$ cat src/rtl/esp_rx_monitor.sv
// esp_rx_monitor
//   UART receiver (8N1, LSB first) for the ESP8266 TX line, with optional
//   detectors for the "OK\r\n" and "ready\r\n" response strings.
//
//   Optional feature macro: ESP_RX_MATCH_EN
//     defined   -> OK / ready matchers are built
//     undefined -> ok_det and ready_det are tied to 0
//
// Ports
//   clk        in   system clock, all logic on posedge
//   sys_rst_n  in   asynchronous active-low reset
//   rx         in   serial line (idle high), asynchronous to clk
//   rx_data    out  [7:0] last correctly framed byte
//   rx_valid   out  one-cycle pulse when rx_data is updated
//   frame_err  out  one-cycle pulse when the stop bit is sampled low
//   ok_det     out  one-cycle pulse after "OK\r\n"
//   ready_det  out  one-cycle pulse after "ready\r\n"
module esp_rx_monitor #(
  parameter int CLKS_PER_BIT = 434
) (
  input  logic       clk,
  input  logic       sys_rst_n,
  input  logic       rx,
  output logic [7:0] rx_data,
  output logic       rx_valid,
  output logic       frame_err,
  output logic       ok_det,
  output logic       ready_det
);

  localparam int CNT_W = (CLKS_PER_BIT > 1) ? $clog2(CLKS_PER_BIT) : 1;
  localparam logic [CNT_W-1:0] HALF_CNT = CNT_W'(CLKS_PER_BIT / 2);
  localparam logic [CNT_W-1:0] FULL_CNT = CNT_W'(CLKS_PER_BIT - 1);
  localparam logic [CNT_W-1:0] CNT_ONE  = CNT_W'(1);

  typedef enum logic [2:0] {
    S_IDLE, S_START, S_DATA, S_STOP, S_RECOVER
  } state_e;

  logic             rx_s1_q, rx_s2_q;
  logic             rx_sync;
  state_e           state_q, state_d;
  logic [CNT_W-1:0] cnt_q, cnt_d;
  logic [2:0]       bit_idx_q, bit_idx_d;
  logic [7:0]       shift_q, shift_d;
  logic [7:0]       rx_data_q, rx_data_d;
  logic             rx_valid_q, rx_valid_d;
  logic             frame_err_q, frame_err_d;
  logic             mid_tick, bit_tick;

  assign rx_sync  = rx_s2_q;
  assign mid_tick = (cnt_q == HALF_CNT);
  // Data and stop samples fall one full bit period after the previous sample.
  assign bit_tick = (cnt_q == FULL_CNT);

  // State register
  always_ff @(posedge clk or negedge sys_rst_n) begin
    if (!sys_rst_n) state_q <= S_IDLE;
    else            state_q <= state_d;
  end

  // Synchronizer and datapath registers
  always_ff @(posedge clk or negedge sys_rst_n) begin
    if (!sys_rst_n) begin
      rx_s1_q     <= 1'b1;
      rx_s2_q     <= 1'b1;
      cnt_q       <= '0;
      bit_idx_q   <= '0;
      shift_q     <= '0;
      rx_data_q   <= '0;
      rx_valid_q  <= 1'b0;
      frame_err_q <= 1'b0;
    end else begin
      rx_s1_q     <= rx;
      rx_s2_q     <= rx_s1_q;
      cnt_q       <= cnt_d;
      bit_idx_q   <= bit_idx_d;
      shift_q     <= shift_d;
      rx_data_q   <= rx_data_d;
      rx_valid_q  <= rx_valid_d;
      frame_err_q <= frame_err_d;
    end
  end

  // Next-state logic
  always_comb begin
    state_d = state_q;
    case (state_q)
      S_IDLE:    if (!rx_sync) state_d = S_START;
      // A start bit that is high again at its midpoint is treated as a glitch.
      S_START:   if (mid_tick) state_d = rx_sync ? S_IDLE : S_DATA;
      S_DATA:    if (bit_tick && (bit_idx_q == 3'd7)) state_d = S_STOP;
      S_STOP:    if (bit_tick) state_d = rx_sync ? S_IDLE : S_RECOVER;
      // Wait for the line to go idle so a held-low line is not read as bytes.
      S_RECOVER: if (rx_sync) state_d = S_IDLE;
      default:   state_d = S_IDLE;
    endcase
  end

  // Output / datapath logic
  always_comb begin
    cnt_d       = cnt_q;
    bit_idx_d   = bit_idx_q;
    shift_d     = shift_q;
    rx_data_d   = rx_data_q;
    rx_valid_d  = 1'b0;
    frame_err_d = 1'b0;
    case (state_q)
      S_IDLE: begin
        cnt_d     = '0;
        bit_idx_d = '0;
      end
      S_START: begin
        cnt_d     = mid_tick ? '0 : cnt_q + CNT_ONE;
        bit_idx_d = '0;
      end
      S_DATA: begin
        if (bit_tick) begin
          cnt_d     = '0;
          shift_d   = {rx_sync, shift_q[7:1]};  // LSB arrives first
          bit_idx_d = bit_idx_q + 3'd1;
        end else begin
          cnt_d = cnt_q + CNT_ONE;
        end
      end
      S_STOP: begin
        if (bit_tick) begin
          cnt_d = '0;
          if (rx_sync) begin
            rx_data_d  = shift_q;
            rx_valid_d = 1'b1;
          end else begin
            frame_err_d = 1'b1;
          end
        end else begin
          cnt_d = cnt_q + CNT_ONE;
        end
      end
      default: cnt_d = '0;
    endcase
  end

  assign rx_data   = rx_data_q;
  assign rx_valid  = rx_valid_q;
  assign frame_err = frame_err_q;

`ifdef ESP_RX_MATCH_EN
  function automatic logic [7:0] ok_char(input logic [1:0] i);
    case (i)
      2'd0:    ok_char = 8'h4F;  // 'O'
      2'd1:    ok_char = 8'h4B;  // 'K'
      2'd2:    ok_char = 8'h0D;
      default: ok_char = 8'h0A;
    endcase
  endfunction

  function automatic logic [7:0] ready_char(input logic [2:0] i);
    case (i)
      3'd0:    ready_char = 8'h72;  // 'r'
      3'd1:    ready_char = 8'h65;  // 'e'
      3'd2:    ready_char = 8'h61;  // 'a'
      3'd3:    ready_char = 8'h64;  // 'd'
      3'd4:    ready_char = 8'h79;  // 'y'
      3'd5:    ready_char = 8'h0D;
      default: ready_char = 8'h0A;
    endcase
  endfunction

  logic [1:0] ok_idx_q, ok_idx_d;
  logic [2:0] rdy_idx_q, rdy_idx_d;
  logic       ok_det_q, ok_det_d;
  logic       rdy_det_q, rdy_det_d;

  always_ff @(posedge clk or negedge sys_rst_n) begin
    if (!sys_rst_n) begin
      ok_idx_q  <= '0;
      rdy_idx_q <= '0;
      ok_det_q  <= 1'b0;
      rdy_det_q <= 1'b0;
    end else begin
      ok_idx_q  <= ok_idx_d;
      rdy_idx_q <= rdy_idx_d;
      ok_det_q  <= ok_det_d;
      rdy_det_q <= rdy_det_d;
    end
  end

  // Matchers consume the registered byte, so *_det lands one cycle after rx_valid.
  // On a mismatch the byte may itself restart the sequence.
  always_comb begin
    ok_idx_d  = ok_idx_q;
    rdy_idx_d = rdy_idx_q;
    ok_det_d  = 1'b0;
    rdy_det_d = 1'b0;
    if (frame_err_q) begin
      ok_idx_d  = '0;
      rdy_idx_d = '0;
    end else if (rx_valid_q) begin
      if (rx_data_q == ok_char(ok_idx_q)) begin
        if (ok_idx_q == 2'd3) begin
          ok_idx_d = '0;
          ok_det_d = 1'b1;
        end else begin
          ok_idx_d = ok_idx_q + 2'd1;
        end
      end else begin
        ok_idx_d = (rx_data_q == 8'h4F) ? 2'd1 : 2'd0;
      end
      if (rx_data_q == ready_char(rdy_idx_q)) begin
        if (rdy_idx_q == 3'd6) begin
          rdy_idx_d = '0;
          rdy_det_d = 1'b1;
        end else begin
          rdy_idx_d = rdy_idx_q + 3'd1;
        end
      end else begin
        rdy_idx_d = (rx_data_q == 8'h72) ? 3'd1 : 3'd0;
      end
    end
  end

  assign ok_det    = ok_det_q;
  assign ready_det = rdy_det_q;
`else
  assign ok_det    = 1'b0;
  assign ready_det = 1'b0;
`endif

endmodule

$ cat config.mk
export PLATFORM = sky130hd
export DESIGN_NAME = esp_rx_monitor
export DESIGN_NICKNAME = d
export VERILOG_FILES = /design/src/rtl/esp_rx_monitor.sv
export SDC_FILE = /design/constraint.sdc
export NUM_CORES = 1
export LEC_CHECK = 0
export CAP_MARGIN = 10
export CORE_ASPECT_RATIO = 0.9
export CORE_MARGIN = 1.5
export CORE_UTILIZATION = 50
export CTS_CLUSTER_SIZE = 30
export DETAILED_ROUTE_END_ITERATION = 12
export DONT_BUFFER_PORTS = 1
export SLEW_MARGIN = 20
export SYNTH_ARGS = -nofsm -noshare
export SYNTH_HDL_FRONTEND = slang
export SYNTH_SLANG_ARGS = --single-unit
$ cat constraint.sdc
create_clock -name clk -period 3.15 [get_ports clk]
set_input_delay 0.315 -clock clk [delete_from_list [all_inputs] [get_ports clk]]
set_output_delay 0.315 -clock clk [all_outputs]
set_load 0.1 [all_outputs]
Word level (Yosys, flattened, before mapping) --
Index checks and enable logic that the tools add are counted.
Word-level totals: bits in registers 35, latch bits 0, RAM bits 0, ROM bits 0, word-level logic and storage cells 52, memories kept 0
Cells by class: $add $sub $neg 2, $mul 0, div/mod/pow operators 0, $lt $le $gt $ge 0, equal/unequal tests 13, shifts and indexed selects 0, mux-type cells 19, bitwise operators 0, reduce and logical (&&, ||, !) cells 9
Operator list (number):
- $mux 3 | 7
- $mux 9 | 2
- $pmux 9 s2 | 1
- $pmux 3 s5 | 1
- $ne 2x2->1 const B | 6
- $add 9x1->9 const B | 1
- $eq 9x8->1 const B | 1
- $eq 9x9->1 const B | 1
- $eq 3x2->1 const B | 2
- $eq 3x3->1 const B | 2
- $mux 1 | 6
- $pmux 3 s2 | 1
- $reduce_and 5->1 | 1
- $reduce_and 2->1 | 2
- $reduce_or 2->1 | 2
- $add 3x1->3 const B | 1
- $eq 3x1->1 const B | 1
- $logic_not 3->1 | 1
- $reduce_and 3->1 | 1
- $mux 2 | 1
- $reduce_bool 2->1 | 1
- $logic_and 1x1->1 | 1

Depth between registers and ports, before layout --
Gate-level depths: netlist of run 1.
depth in word-level cells 4, depth in mapped cells 7

Least setup slack after synthesis of run 1 --
No wires, ideal clock.
path kind register to register, start point reg cnt_q[1], end point reg rx_data_q[0] (netlist: rx_data[0]), arrival time 1.572 ns, required time 3.024 ns, path slack 1.452 ns, stages on the path, launching flop included 8, period minus slack after synthesis 1.698 ns, path through dfrtp_1 > inv_1 > ha_1 > nand4b_4 > nor2_4 > and4_1 > buf_6 > mux2_4
Between the ends: word-level cells in the longest chain between the ends 2
Ends and longest elaborated chain:
- from (decl) | line 43 | logic [CNT_W-1:0] cnt_q, cnt_d;
- from (signal assigned) | line 76 | cnt_q <= cnt_d;
- $eq 9x9->1 | line 54 | assign bit_tick = (cnt_q == FULL_CNT);
- $reduce_and 3->1 (no line)
- to (signal assigned) | line 79 | rx_data_q <= rx_data_d;
- to (decl) | line 46 | logic [7:0] rx_data_q, rx_data_d;
No other way between the ends. A chain may end at the register's enable or synchronous reset.

Worst setup path in the final report of run 1 --
start point reg cnt_q[1], end point reg rx_data_q[7] (netlist: rx_data[7])
Same word-level chain as after synthesis.

==> impl_metrics.toml, run 1 <==
[cells_and_area]
final_common_cell = "dfrtp_1"
final_cell_mix = "dfrtp_1, nor2_1, nand2_1, mux2_4, mux2_2"
drive_above_1_share_pct = 23.8
area_growth_pct = 8.18
fin_nets = 136
n_antenna_cell = 0

[power_and_ir_drop]
p_switching_uw = 176
p_leak_nw = 0.815
comb_power_share_pct = 2.7
ir_worst_vdd_mv = 0.301
total_power_uw = 879
power.share.clock_pct = 45.8
swShare_pct = 20.0
p_seq_share_pct = 51.5
p_int_uw = 703
power_density_nw_per_um2 = 501

[yosys]
synth_warnings = 0
synthArstFlopShare_pct = 100
yosysSeqAreaShare_pct = 54.2
syn-cell-area_um2 = 1620
synth_cell_types = 37
synth_edf_count = 0
synth_flop_cell = "dfrtp_1"
syn_avg_cell_area_um2 = 12.9
syn_inst = 126
synth-seq-cells = 35

[critical_path]
r2r_start = "cnt_q[1]$_DFF_PN0_"
reg2reg_slack_ps = 1150
r2r_end = "rx_data[7]$_DFFE_PN0P_"
critPathCaptureType = "flop"
startpoint = "cnt_q[1]$_DFF_PN0_"
crit_path_start_kind = "flop"
path_max_fanout = 9
arrival_ps = 2230
r2r_cells = 6
crit_type = "reg2reg"
required_ps = 3380
critPathCapture = "rx_data[7]$_DFFE_PN0P_"

[floorplanning]
die-width_um = 63.0
start_util_pct = 52.9
core_um2 = 3070
die_h_um = 57.0
ioPinCount = 15
die_area_um2 = 3590
rows = 19

[timing]
skew_ps = 5.54
max_freq_ghz = 0.501
post-route-period-util_pct = 63.4
layout_min_cycle_time_ps = 2000
worst_pin_slew_ps = 909
drv_slew = 0
setup_viol = 0
rsz0062_at_grt = "no"
final.setup.tns_ps = 0
setup_ws_ps = 1150
slew_headroom_pct = 39.4
hold_viol_final = 0

[clocking]
cts_inserted_buffers = 5
ctsLongestPathBuffers = 2
worstSkewPairLatency_ps = 340
cts_tree = "done"
clock_sinks = 35
clkTransAtPathRegs_ps = 100
root_buffer = "clkbuf_4"
htree_num_levels = 2
post_cts_buffers = 0

[route]
via_per_inst = 5.28
ant_nets = 0
dr_total_vias = 909
wl_per_cell_um = 14.1
drc = 0
dr.first_iter.drc_count = 34
routed_wl_um = 2430
dr.pass1.iters = 4

[global_route]
grt_overflow_total = 0
grt_pass1_vias = 908
grt_pass1_wl_um = 4290
grt_max_degree = 36
grt.total_usage_pct = 15.8
grt_antenna_before_repair = 0

[run]
cap_viol_max_count = 0

[placement]
hpwl_um = 1620
dpl_worst_slack_ps = 1150
gp_congestion = 0.813
port_buffers = 0

[run_status]
outcome = "complete, no violations"

[worst_hold_path]
hp-class = "reg2reg"
-- registers in the layout, indices dropped and copies added (netlist names) --
name and flops:
frame_err 1, bit_idx_q 3, cnt_q 9, state_q 3, rx_s2_q 1, rx_s1_q 1, rx_valid 1, shift_q 8
rx_data 8
-- metal layers --
metal	vias up	wire [um]	track usage [%]
met3	7	99	5.13
met2	18	1090	24.3
li1	441	-	-
met1	443	1170	20.1
met5	-	0	0
met4	0	63	8.57
-- stage by stage --
step           instance area (um2)  utilization (%)  std cells  hold slack (ps)
3_5_place_dp                  1610             52.6        161             20.2
6_report                      1750             57.2        172              365
4_1_cts                       1750             57.2        172              366
2_1_floorplan                 1630                -        127             19.4
3_3_place_gp                  1610             52.6        161             20.1
5_1_grt                       1750             57.2        172              369
-- worst min-delay path by stage --
stage,cells past startpoint,slack (ps),endpoint,startpoint
2_1_floorplan,0,20,bit_idx_q[0]$_DFFE_PN0P_,sys_rst_n
3_3_place_gp,0,20,shift_q[0]$_DFFE_PN0P_,sys_rst_n
3_5_place_dp,0,20,rx_data[0]$_DFFE_PN0P_,sys_rst_n
4_1_cts,0,370,rx_s2_q$_DFF_PN1_,rx_s1_q$_DFF_PN1_
5_1_grt,0,370,rx_s2_q$_DFF_PN1_,rx_s1_q$_DFF_PN1_
6_report,0,360,rx_s2_q$_DFF_PN1_,rx_s1_q$_DFF_PN1_
-- power by group through the flow --
stage / Combinational, mW / Clock (mW) / Sequential [mW]
2_1_floorplan: 0.0127 / 0 / 0.461
3_3_place_gp: 0.0108 / 0 / 0.461
3_5_place_dp: 0.0109 / 0 / 0.462
4_1_cts: 0.0246 / 0.410 / 0.453
5_1_grt: 0.0262 / 0.430 / 0.453
6_report: 0.0239 / 0.403 / 0.453
-- worst max-delay path, cell delays in order (launching register included) --
cell and delay, ps:
dfrtp_1 440, inv_1 70, ha_1 180, nand4b_4 140, nor2_4 170, and4_1 540, mux2_4 340
-- cells by family after synthesis --
family | after synthesis | synth area share, %
multiplexers | 17 | 13.8
AND/OR/NAND/NOR | 42 | 15.9
flip-flops | 35 | 54.2
buffers and inverters | 9 | 4.24
other | 1 | 0.231
XOR/XNOR | 8 | 4.32
adder cells (fa/ha/maj) | 4 | 3.09
AO/OA/AOI/OAI | 10 | 4.24
-- cell type report --
cell class	count	area [um2]
flip-flops and latches	35	878
clock buffers	6	41.3
well taps	42	52.6
fillers	247	1310
repair buffers	3	40.0
multi-input cells	83	678
clock inverters	2	60.1
inverters	1	3.75
-- Yosys cell counts, types with 2 or more instances --
cell type	number	area [um2]
dfrtp_1	33	826
nor2_1	14	52.6
mux2_4	9	135
nand2_1	9	33.8
mux2_2	7	78.8
xor2_1	6	52.6
ha_1	4	50.1
nand3_1	4	20.0
buf_4	3	22.5
buf_6	3	33.8
a21oi_1	2	10.0
dfstp_2	2	52.6
nand4_1	2	12.5
nand4b_1	2	17.5
o211ai_1	2	15.0
o21ai_0	2	10.0
xnor2_1	2	17.5
-- repair_timing --
action,in CTS,in global routing
endpoints found under the hold margin,36,0
resized for setup,0,0
hold buffers,3,0
Note: power is estimated with default switching activity, not from simulation.
==> run 2: changes to the inputs <==
- clock period: 3.15 -> 2 ns (I/O delays scaled with it)
==> run 2 against run 1 <==
Net effect:
- sequential power is 57% higher
- core utilization grew 2.3 points
- critical path type unchanged
- largest power group unchanged
- critical path depth grew 1
==> impl_metrics.toml, run 2 (synthesis results as in run 1) <==
[global_route]
grt.total_usage_pct = 16.6
grt_pass1_vias = 977
grt_pass1_wl_um = 4460
grt_antenna_before_repair = 0
grt_overflow_total = 0
grt_max_degree = 36

[timing]
layout_min_cycle_time_ps = 1820
rsz0062_at_grt = "no"
setup_ws_ps = 177
max_freq_ghz = 0.549
drv_slew = 0
hold_viol_final = 0
post-route-period-util_pct = 91.1
setup_viol = 0
skew_ps = 9.81
final.setup.tns_ps = 0

[clocking]
clkTransAtPathRegs_ps = 100
htree_num_levels = 2
root_buffer = "clkbuf_4"
clock_sinks = 35
cts_inserted_buffers = 5
worstSkewPairLatency_ps = 330
cts_resized = 0
ctsLongestPathBuffers = 2
ctsHoldBuffers = 3
cts_tree = "done"
post_cts_buffers = 0

[route]
dr.pass1.iters = 3
wl_per_cell_um = 13.1
dr.first_iter.drc_count = 16
dr_total_vias = 923
ant_nets = 0
drc = 0
via_per_inst = 4.96
routed_wl_um = 2440

[floorplanning]
rows = 19
ioPinCount = 15
die_h_um = 57.0
die-width_um = 63.0
start_util_pct = 52.9
die_area_um2 = 3590
core_um2 = 3070

[critical_path]
path_buf_inv = 2
crit_type = "reg2reg"
crit_path_start_kind = "flop"
path_cells = "inv_1, ha_1, nand4b_4, nor2_4, and4_1, buf_12, mux2_4"
arrival_ps = 2050
critPathCaptureType = "flop"
cpPeakStageDelay_ps = 440
crit_family = "simple AND/OR/NAND/NOR gates"
path_max_fanout = 9
critPathSlowestCell = "dfrtp_1"
required_ps = 2220

[cells_and_area]
n_antenna_cell = 0
fill_cells = 251
seq_area_um2 = 878
utilization_pct = 59.5
final_common_cell = "dfrtp_1"
multi_input_comb_area_um2 = 678
drive_above_1_share_pct = 31.3
fin_nets = 150
largest-register = "cnt_q"
area_growth_pct = 12.5
largest_register_ffs = 9
final_cell_mix = "dfrtp_1, nor2_1, buf_4"

[worst_hold_path]
hp-class = "in2async"

[power_and_ir_drop]
ir_worst_vdd_mv = 0.400
power_density_nw_per_um2 = 609
p_leak_nw = 0.869
total_power_mw = 1.11

[placement]
gp_congestion = 0.799
hpwl_um = 1640
dpl_worst_slack_ps = 186
port_buffers = 0

[run_status]
outcome = "complete, no violations"

[run]
cap_viol_max_count = 0
==> run 2: worst paths after layout <==
| check | to | from | slack (ps) | cells past startpoint |
|---|---|---|---|---|
| worst max register to register | rx_data[2]$_DFFE_PN0P_ | cnt_q[1]$_DFF_PN0_ | 180 | 7 |
| worst max-delay path | rx_data[2]$_DFFE_PN0P_ | cnt_q[1]$_DFF_PN0_ | 180 | 7 |
| min in group clk | rx_s2_q$_DFF_PN1_ | rx_s1_q$_DFF_PN1_ | 360 | 0 |
| max in group asynchronous | rx_s1_q$_DFF_PN1_ | sys_rst_n | 1450 | 2 |
| worst min register to register | rx_s2_q$_DFF_PN1_ | rx_s1_q$_DFF_PN1_ | 360 | 0 |
| worst min-delay path | rx_data[0]$_DFFE_PN0P_ | sys_rst_n | 310 | 2 |
==> run 2: power by group <==
part	switching, mW	internal (mW)
Combinational	0.0307	0.00700
Sequential	0.00198	0.711
Clock	0.225	0.136
Total	0.258	0.853
==> run 2: through the flow <==
stage	cell area (um2)	hold slack, ps	std cells
after global routing	1820	300	186
after detailed placement	1730	-94.8	175
after CTS	1820	301	186
after floorplan	1630	-95.6	127
final	1820	307	186
after global placement	1730	-94.8	175
==> run 2: cell type report <==
type / instances / area share [%]
flip-flops and latches: 35 / 48.1
clock inverters: 2 / 0.686
inverters: 1 / 0.206
clock buffers: 6 / 2.26
multi-input cells: 83 / 37.2
repair buffers: 17 / 8.64
well taps: 42 / 2.88
==> run 2: per-layer routing <==
layer | part of all wire, % | GRT usage (%)
met1 | 46 | 20.5
met2 | 48 | 26.4
met3 | 3.9 | 5.33
met4 | 2.1 | 8.57
met5 | 0 | 0
==> run 3: changes to the inputs <==
- CORE_ASPECT_RATIO: 0.9 -> 1.2
==> run 3 against run 2 <==
Net effect:
- maximum frequency is 0.44% lower
- wire length grew 4.1%
- register-to-register slack barely moved
- hold slack got worse by 25 ps
- count of clock-buffer cells in the layout decreased by 1
- critical path depth is the same
- core utilization rose by 1.4 points
- sequential power hardly changed
- largest cell class unchanged
==> impl_metrics.toml, run 3 (synthesis results as in run 1) <==
[cells_and_area]
fin_nets = 151
instances_no_fill = 181
drive_above_1_share_pct = 32.4
n_antenna_cell = 0
final_common_cell = "dfrtp_1"
final_cell_mix = "dfrtp_1, nor2_1, buf_4"
largest_register_ffs = 9
area_growth_pct = 15.7
seq_area_um2 = 878
multi_input_comb_area_um2 = 678
fill_cells = 247
largest-register = "cnt_q"

[route]
dr.first_iter.drc_count = 16
routed_wl_um = 2540
dr_total_vias = 952
dr.pass1.iters = 4
via_per_inst = 5.26
drc = 0
ant_nets = 0
wl_per_cell_um = 14.0

[critical_path]
reg2reg_slack_ps = 170
crit_type = "reg2reg"
path_buf_inv = 2
required_ps = 2230
cpPeakStageDelay_ps = 430
critPathSlowestCell = "dfrtp_1"
arrival_ps = 2060
r2r_cells = 7
crit_path_start_kind = "flop"
crit_cells = 7
r2r_start = "cnt_q[1]$_DFF_PN0_"
r2r_end = "rx_data[3]$_DFFE_PN0P_"
crit_family = "simple AND/OR/NAND/NOR gates"
startpoint = "cnt_q[1]$_DFF_PN0_"
path_max_fanout = 9
critPathCaptureType = "flop"
path_cells = "inv_1, ha_1, nand4b_4, nor2_4, and4_1, buf_12, mux2_4"
critPathCapture = "rx_data[3]$_DFFE_PN0P_"

[global_route]
grt.total_usage_pct = 17.5
grt_antenna_before_repair = 0
grt_pass1_wl_um = 4430
grt_max_degree = 36
grt_pass1_vias = 950
grt_overflow_total = 0

[power_and_ir_drop]
power.share.clock_pct = 45.5
p_seq_share_pct = 51.7
comb_power_share_pct = 2.7
p_leak_nw = 0.897
p_int_mw = 1.11
power_density_nw_per_um2 = 735
p_switching_uw = 272
total_power_mw = 1.38
swShare_pct = 19.7
ir_worst_vdd_mv = 0.584

[clocking]
htree_num_levels = 2
clock_sinks = 35
cts_inserted_buffers = 5
root_buffer = "clkbuf_4"
ctsLongestPathBuffers = 2
cts_tree = "done"
clkTransAtPathRegs_ps = 110
worstSkewPairLatency_ps = 340

[timing]
slew_headroom_pct = 65.8
max_freq_ghz = 0.546
post-route-period-util_pct = 91.5
setup_viol = 0
final.setup.tns_ps = 0
skew_ps = 12.0
rsz0062_at_grt = "no"
hold_viol_final = 0
layout_min_cycle_time_ps = 1830
drv_slew = 0
worst_pin_slew_ps = 509

[floorplanning]
core_um2 = 3080
die-width_um = 55.0
start_util_pct = 52.6
die_area_um2 = 3600
die_h_um = 65.4
rows = 22
ioPinCount = 15

[placement]
port_buffers = 0
place_inst = 170
hpwl_um = 1730
gp_congestion = 0.809

[worst_hold_path]
hp-class = "in2async"

[run_status]
outcome = "complete, no violations"

[run]
cap_viol_max_count = 0
[run 3: cell types whose count changed in the layout (fill, tap and decap cells not counted)]
cell,change
bufinv_16,+2
buf_4,+1
clkbuf_1,-1
clkinv_2,-1
[run 3: power by group through the flow]
stage / logic, mW / registers (mW) / clock network, mW
after floorplan: 0.0201 / 0.726 / 0
after global routing: 0.0413 / 0.714 / 0.675
after CTS: 0.0386 / 0.713 / 0.644
after global placement: 0.0170 / 0.727 / 0
final: 0.0374 / 0.713 / 0.628
after detailed placement: 0.0171 / 0.727 / 0
[run 3: how the worst min path moves through the flow]
| stage | slack [ps] | endpoint | depth (start not counted) | start |
|---|---|---|---|---|
| floorplan | -100 | bit_idx_q[0]$_DFFE_PN0P_ | 0 | sys_rst_n |
| global placement | -90 | rx_data[1]$_DFFE_PN0P_ | 0 | sys_rst_n |
| detailed placement | -90 | rx_data[2]$_DFFE_PN0P_ | 0 | sys_rst_n |
| CTS | 280 | rx_data[2]$_DFFE_PN0P_ | 2 | sys_rst_n |
| global route | 280 | rx_data[2]$_DFFE_PN0P_ | 2 | sys_rst_n |
| finish | 280 | rx_data[1]$_DFFE_PN0P_ | 2 | sys_rst_n |
[run 3: what timing repair did]
action                                 in CTS  in global routing
resized for setup                           0                  0
hold buffers                                3                  0
buffers inserted                            0                  0
endpoints found under the hold margin      36                  0
[run 3: area by class of cell]
cell class	instances	share of cell area (%)
clock buffers	5	2.00
clock inverters	3	3.60
inverters	1	0.200
multi-input cells	83	36.2
flip-flops and latches	35	46.8
well taps	36	2.40
repair buffers	18	8.81
[run 3: routing by layer]
layer  vias up  global-route usage [%]  wire (um)
li1        468                       -          -
met1       464                    23.4       1160
met2        15                    25.1       1230
met3         5                    6.14         94
met4         0                    8.23         50
met5         -                       0          0
[run 3: stage by stage]
| stage | setup slack, ps | area (um2) | utilization, % | hold WS, ps |
|---|---|---|---|---|
| 3_5_place_dp | 187 | 1730 | 56.1 | -94.8 |
| 5_1_grt | 33.2 | 1880 | 60.8 | 280 |
| 4_1_cts | 163 | 1880 | 60.8 | 279 |
| 2_1_floorplan | 302 | 1630 | - | -95.6 |
| 6_report | 169 | 1880 | 60.8 | 282 |
| 3_3_place_gp | 232 | 1730 | 56.1 | -94.9 |
